<file path="config.mk">
export PLATFORM = sky130hd
export DESIGN_NAME = uart_word_tx
export DESIGN_NICKNAME = d
export VERILOG_FILES = /design/src/rtl/uart_word_tx.sv
export SDC_FILE = /design/constraint.sdc
export NUM_CORES = 1
export LEC_CHECK = 0
export CORE_MARGIN = 2
export CORE_UTILIZATION = 58
export DETAILED_ROUTE_END_ITERATION = 8
export GPL_TIMING_DRIVEN = 0
export PLACE_DENSITY = 0.91
export SYNTH_ARGS = -nofsm -noshare
export SYNTH_HDL_FRONTEND = slang
export SYNTH_SLANG_ARGS = --single-unit
</file>
<file path="constraint.sdc">
create_clock -name Clock_In -period 5.4 [get_ports Clock_In]
set_input_delay 1.08 -clock Clock_In [delete_from_list [all_inputs] [get_ports Clock_In]]
set_output_delay 1.08 -clock Clock_In [all_outputs]
set_load 0.02 [all_outputs]
</file>
<file path="src/rtl/uart_word_tx.sv">
// Word-level UART transmitter: sends BYTES_PER_WORD back-to-back serial frames,
// least-significant byte first, with optional parity and one or two stop bits.
module uart_word_tx #(
  parameter int CLKS_PER_BIT   = 5208,
  parameter int PARITY_EN      = 1,
  parameter int PARITY_ODD     = 0,
  parameter int STOP_BITS      = 1,
  parameter int BYTES_PER_WORD = 4
) (
  input  logic        Clock_In,
  input  logic        Reset,
  input  logic [31:0] Data_In,
  input  logic        Tx_Start,
  output logic        Tx_Ready,
  output logic        Tx_Busy,
  output logic        Tx_Done,
  output logic        Tx_dataOut,
  output logic        Baud_Clk,
  output logic [1:0]  Byte_Index
);

  localparam int              CNT_W     = $clog2(CLKS_PER_BIT);
  localparam logic [CNT_W-1:0] CNT_MAX  = CNT_W'(CLKS_PER_BIT - 1);
  localparam logic [2:0]      LAST_STOP = 3'(STOP_BITS - 1);
  localparam logic [1:0]      LAST_BYTE = 2'(BYTES_PER_WORD - 1);

  typedef enum logic [2:0] {IDLE, START, DATA, PARITY, STOP} state_t;

  state_t           state_q, state_d;
  logic [CNT_W-1:0] baud_cnt;
  logic [2:0]       bit_cnt;
  logic [1:0]       byte_idx;
  logic [31:0]      word_q;
  logic [7:0]       shift_q;
  logic [7:0]       cur_byte;
  logic             baud_tick;
  logic             accept;
  logic             parity_bit;

  assign baud_tick  = (state_q != IDLE) && (baud_cnt == CNT_MAX);
  assign accept     = (state_q == IDLE) && Tx_Start;
  assign cur_byte   = word_q[{byte_idx, 3'b000} +: 8];
  assign parity_bit = (^cur_byte) ^ (PARITY_ODD != 0);

  assign Tx_Ready   = (state_q == IDLE);
  assign Tx_Busy    = (state_q != IDLE);
  assign Baud_Clk   = baud_tick;
  assign Byte_Index = byte_idx;

  // NOTE: state is updated with non-blocking assignments so every register
  // samples the pre-edge values, independent of process evaluation order.
  always_ff @(posedge Clock_In or negedge Reset) begin
    if (!Reset) state_q <= IDLE;
    else        state_q <= state_d;
  end

  // NOTE: every output of this block gets a default first, so no path can
  // leave one unassigned and infer a latch.
  always_comb begin
    state_d    = state_q;
    Tx_dataOut = 1'b1;
    Tx_Done    = 1'b0;
    case (state_q)
      IDLE:   if (Tx_Start) state_d = START;
      START: begin
        Tx_dataOut = 1'b0;
        if (baud_tick) state_d = DATA;
      end
      DATA: begin
        Tx_dataOut = shift_q[0];
        if (baud_tick && bit_cnt == 3'd7) state_d = (PARITY_EN != 0) ? PARITY : STOP;
      end
      PARITY: begin
        Tx_dataOut = parity_bit;
        if (baud_tick) state_d = STOP;
      end
      STOP: begin
        if (baud_tick && bit_cnt == LAST_STOP) begin
          if (byte_idx == LAST_BYTE) begin
            state_d = IDLE;
            Tx_Done = 1'b1;
          end else begin
            state_d = START;
          end
        end
      end
      default: state_d = IDLE;
    endcase
  end

  // bit_cnt wraps 7 -> 0 leaving DATA, so it is already cleared for counting stop bits
  always_ff @(posedge Clock_In or negedge Reset) begin
    if (!Reset) begin
      baud_cnt <= '0;
      bit_cnt  <= '0;
      byte_idx <= '0;
      word_q   <= '0;
      shift_q  <= '0;
    end else begin
      if (state_q == IDLE || baud_tick) baud_cnt <= '0;
      else                              baud_cnt <= baud_cnt + CNT_W'(1);

      if (accept) begin
        word_q   <= Data_In;
        byte_idx <= '0;
        bit_cnt  <= '0;
      end

      if (baud_tick) begin
        case (state_q)
          START: begin
            shift_q <= cur_byte;
            bit_cnt <= '0;
          end
          DATA: begin
            shift_q <= {1'b0, shift_q[7:1]};
            bit_cnt <= bit_cnt + 3'd1;
          end
          STOP: begin
            if (bit_cnt == LAST_STOP) begin
              bit_cnt  <= '0;
              byte_idx <= (byte_idx == LAST_BYTE) ? 2'd0 : byte_idx + 2'd1;
            end else begin
              bit_cnt <= bit_cnt + 3'd1;
            end
          end
          default: ;
        endcase
      end
    end
  end

endmodule

</file>
# Word-level counts from Yosys, hierarchy flattened

Index checks and enable logic that the tools add are counted.

$add $sub $neg: 3
Equality and inequality tests: 12
Shift-type cells: 1
Muxes and demuxes: 22
Reductions and logical operators: 12

Operators by type and width:

| operator                                            | count |
|---|---|
| variable part select 32 x 6 -> 8 bit                | 1 |
| two-way mux 3 bit                                   | 8 |
| case mux 8 bit (2 select lines)                     | 1 |
| case mux 3 bit (5 select lines)                     | 1 |
| adder 13 x 1 -> 13 bit, second input constant       | 1 |
| equality test 13 bit, second input constant         | 1 |
| two-way mux 13 bit                                  | 1 |
| two-way mux 2 bit                                   | 5 |
| inequality test 2 bit, second input constant        | 5 |
| case mux 3 bit (3 select lines)                     | 1 |
| XOR reduction 8 bit                                 | 1 |
| equality test 3 x 2 -> 1 bit, second input constant | 2 |
| equality test 3 bit, second input constant          | 2 |
| logical NOT 3 bit                                   | 2 |
| AND reduction 5 bit                                 | 1 |
| logical AND 1 bit                                   | 4 |
| two-way mux 1 bit                                   | 4 |
| adder 3 x 1 -> 3 bit, second input constant         | 1 |
| equality test 3 x 1 -> 1 bit, second input constant | 1 |
| case mux 1 bit (3 select lines)                     | 1 |
| nonzero test 3 bit                                  | 1 |
| adder 2 x 1 -> 2 bit, second input constant         | 1 |
| equality test 2 bit, second input constant          | 1 |
| AND reduction 2 bit                                 | 1 |
| 2 further kinds                                     | 2 |

Flip-flop bits (word level): 61
Output and inout bits: 7
Word-level logic and storage cells: 56

# Logic depth before layout (Yosys ltp)

Word-level depth: 6
Mapped depth: 7
Mapped depth without buffers: 7

# Least setup slack after synthesis

No wires, ideal clock.

Kind: reg-to-output
Start point: reg byte_idx[0] (netlist: Byte_Index[0])
End point: out Tx_dataOut
Data arrival time: 2.092 ns
Slack: 2.228 ns
Stages on the path, launching flop included: 7
Path buffers: 1
Cells stage by stage: dfrtp_1 -> buf_6 -> mux4_1 -> xnor2_1 -> xnor2_1 -> xnor2_1 -> a311o_1

Cells in the longest elaborated chain, start to end: 3

Ends and longest elaborated chain:

| what                                 | RTL line | RTL |
|---|---|---|
| start: declaration                   | 32       | `logic [1:0] byte_idx;` |
| start signal: assignment             | 122      | `byte_idx <= (byte_idx == LAST_BYTE) ? 2'd0 : byte_idx + 2'd1;` |
| variable part select 32 x 6 -> 8 bit | 42       | `assign cur_byte = word_q[{byte_idx, 3'b000} +: 8];` |
| XOR reduction 8 bit                  | 43       | `assign parity_bit = (^cur_byte) ^ (PARITY_ODD != 0);` |
| case mux 1 bit (3 select lines)      | 63       | `case (state_q)` |
| end: declaration                     | 17       | `output logic Tx_dataOut,` |

No other way between the ends.

# Worst setup path after layout

Ends and elaborated chain as after synthesis.

==> reports/qor.yml <==
period_minus_slack_ns: 4.055
die-height_um: 75.66
synth_cell_types: 30
tritoncts: "built"
io_pins: 42
min_period_over_period_pct: 75.09
p_total_mw: 0.9963
holdWs_ns: 0.4739
synth_cells: 315
pin_count_of_the_biggest_net_entering_global_routing: 41
clkSinkCount: 61
critical_path.endpoint_type: "output pin"
clkSlewWorstSetupHoldPaths_ns: 0.07
hold_viol: 0
design.final.nets: 408
path_buf_inv: 2
critical-path-max-stage-delay_ns: 0.64
min-delay-path-class: "reg2reg"
achievable-frequency_mhz: 246.6
layout-drive-gt1-share_pct: 6.971
worst_slew_margin_rel_pct: 40.15
commonest_cells_after_routing_fill_and_taps_aside: "126 x sky130_fd_sc_hd__nand2_1, 61 x sky130_fd_sc_hd__dfrtp_1, 40 x sky130_fd_sc_hd__clkdlybuf4s50_1"
post-cts-setup-buffers: 0
most_common_cell_after_layout_fill_and_taps_aside: "sky130_fd_sc_hd__nand2_1"
power.ir.vdd_worst_uv: 197.5
detailed_place.area_um2: 3491
cp_data_arrival_time_ns: 2.98
timing.max_cap.violations: 0
post_synth.cell_area_avg_um2: 9.454
synthTopCellsByArea: "sky130_fd_sc_hd__dfrtp_1 51%, sky130_fd_sc_hd__nand2_1 16%, sky130_fd_sc_hd__mux4_1 5.3%"
clockBufferDepth: 2
worst_slew_pin_slew_ns: 0.8945
ctsHoldBuffers: 0
critical-path-slowest-cell: "sky130_fd_sc_hd__mux4_1"
grt_overflow_total: 0
detail_route.drc_violations: 0
detail_route.wl_per_cell_um: 15.57
startpoint_class: "register"
area_delta_synth_final_pct: 25.50
final_antenna_net_count: 0
pre_cts_slack_ns: 1.735
skew_ns: 0.007983
detail_route.vias_per_cell: 5.510
initialDrtViolationCount: 178
run_status: "finished clean"
synthesis.nets: 355
start_util_pct: 59.06
synth_top_area_share_pct: 51.26
cpLargestDelayFamily: "buffers and inverters"
numPortBuffers: 41
crit_top_cell: "sky130_fd_sc_hd__xnor2_1"
die-area_um2: 5724
slew_violations: 0
fp.coreArea_um2: 5042
clock_latency_ns: 0.35
grt_use_total_pct: 27.78
final_design_area_no_fill_um2: 3737
min_setup_slack_post_route_ns: 1.345
mappedNetlistArea_um2: 2978
htreeDepth: 3
yosysWarningCount: 0
grt_setup_unrepaired: "false"
dr_total_vias: 2441
wire_length_of_the_first_global_routing_pass_mm: 11.36
gp_congestion: 0.8047
die_w_um: 75.66
crit_path_cell_trace: "buf_6 > mux4_1 > xnor2_1 > xnor2_1 > xnor2_1 > a311o_1 > clkdlybuf4s50_1"
cts-buffers-inserted: 9
finalSetupViolCount: 0
wl_mm: 6.896
worstPathMaxFanout: 10
antenna_cells_inserted: 0
antenna_found_initial: 0
postSynthRegisterBits: 61
postLayoutCoreUtil_pct: 74.12
num_rows: 26
fin_setup_tns_ns: 0
critPathKind: "reg2out"
fin_cells: 443
ctsResizeCount: 0
required_ns: 4.32
drt_first_pass_iters: 4
clock-root-buffer: "sky130_fd_sc_hd__clkbuf_8"
power_leakage_nw: 1.824
count_of_placed_standard_cells_including_taps: 427
synth.largest_area_cell: "sky130_fd_sc_hd__dfrtp_1"
via_count_of_the_first_global_routing_pass: 2321
power.density_nw_per_um2: 266.6
ys_seq_area_share_pct: 51.26
hpwl_mm: 4.629
[cell families after synthesis]
group	after synthesis	share of synthesized area [%]
multiplexers	19	10.50
buffers and inverters	20	2.899
AO/OA/AOI/OAI	20	4.034
XOR/XNOR	20	5.882
adder cells (fa/ha/maj)	5	2.101
flip-flops	61	51.26
AND/OR/NAND/NOR	170	23.32
[routing by layer]
metal,share of wire (%),wire [um],global-route usage [%]
met2,50,3421,43.00
met4,3.3,231,15.20
met5,0,0,0
met3,4.9,335,5.291
met1,42,2908,37.35
[registers in the layout, indices dropped and copies added (netlist names)]
signal	cells
state_q	3
Byte_Index	2
word_q	32
baud_cnt	13
shift_q	8
bit_cnt	3
[final cells by class]
cell class | instances | area, um^2
Multi-Input combinational cell | 234 | 1365
Clock inverter | 7 | 122.6
Buffer | 14 | 63.81
Tap cell | 70 | 87.58
Sequential cell | 61 | 1526
Clock buffer | 9 | 123.9
Inverter | 6 | 22.52
Timing Repair Buffer | 42 | 425.4
Fill cell | 318 | 1305
[synth_stat cells]
cell                       instances
sky130_fd_sc_hd__and2_1            3
sky130_fd_sc_hd__inv_1             6
sky130_fd_sc_hd__nor3_1            3
sky130_fd_sc_hd__nand4_1           2
sky130_fd_sc_hd__a222oi_1          1
sky130_fd_sc_hd__nand2b_1          2
sky130_fd_sc_hd__a21oi_1           1
sky130_fd_sc_hd__mux4_1            6
sky130_fd_sc_hd__o21ai_0          14
sky130_fd_sc_hd__nand3_1           4
sky130_fd_sc_hd__buf_6             1
sky130_fd_sc_hd__o22ai_1           1
sky130_fd_sc_hd__mux4_2            2
sky130_fd_sc_hd__a22o_2            1
sky130_fd_sc_hd__and4b_1           1
sky130_fd_sc_hd__and3_1            5
sky130_fd_sc_hd__nor4b_1           1
sky130_fd_sc_hd__dfrtp_1          61
sky130_fd_sc_hd__clkbuf_2          1
sky130_fd_sc_hd__ha_1              5
sky130_fd_sc_hd__buf_2             2
sky130_fd_sc_hd__mux2i_1          11
sky130_fd_sc_hd__a311o_1           1
sky130_fd_sc_hd__nand2_1         126
sky130_fd_sc_hd__xnor2_1          12
sky130_fd_sc_hd__a31o_2            1
sky130_fd_sc_hd__nor4bb_1          1
sky130_fd_sc_hd__xor2_1            8
sky130_fd_sc_hd__nor2_1           22
sky130_fd_sc_hd__clkbuf_1         10
[worst paths after layout]
path                          endpoint          start  slack [ns]  depth (start not counted)
min in group asynchronous  baud_cnt[1]          Reset        0.70                          1
max reg2reg                 word_q[16]     state_q[0]        3.09                          7
max                         Tx_dataOut  Byte_Index[0]        1.34                          7
min                          word_q[5]      word_q[5]        0.47                          2
max in group asynchronous   word_q[19]          Reset        4.11                          2
min reg2reg                  word_q[5]      word_q[5]        0.47                          2
[tightest hold or removal path, stage by stage, from the launching register on]
cell and delay [ns]:
sky130_fd_sc_hd__dfrtp_1 0.34, sky130_fd_sc_hd__nand2_1 0.05, sky130_fd_sc_hd__nand2_1 0.05
[where the power goes]
group          leakage (nW)  switching [mW]  internal (mW)
Clock                 0.116           0.195          0.309
Combinational         0.895          0.0131         0.0228
Sequential            0.812               0          0.457
(Power assumes the default switching activity.)
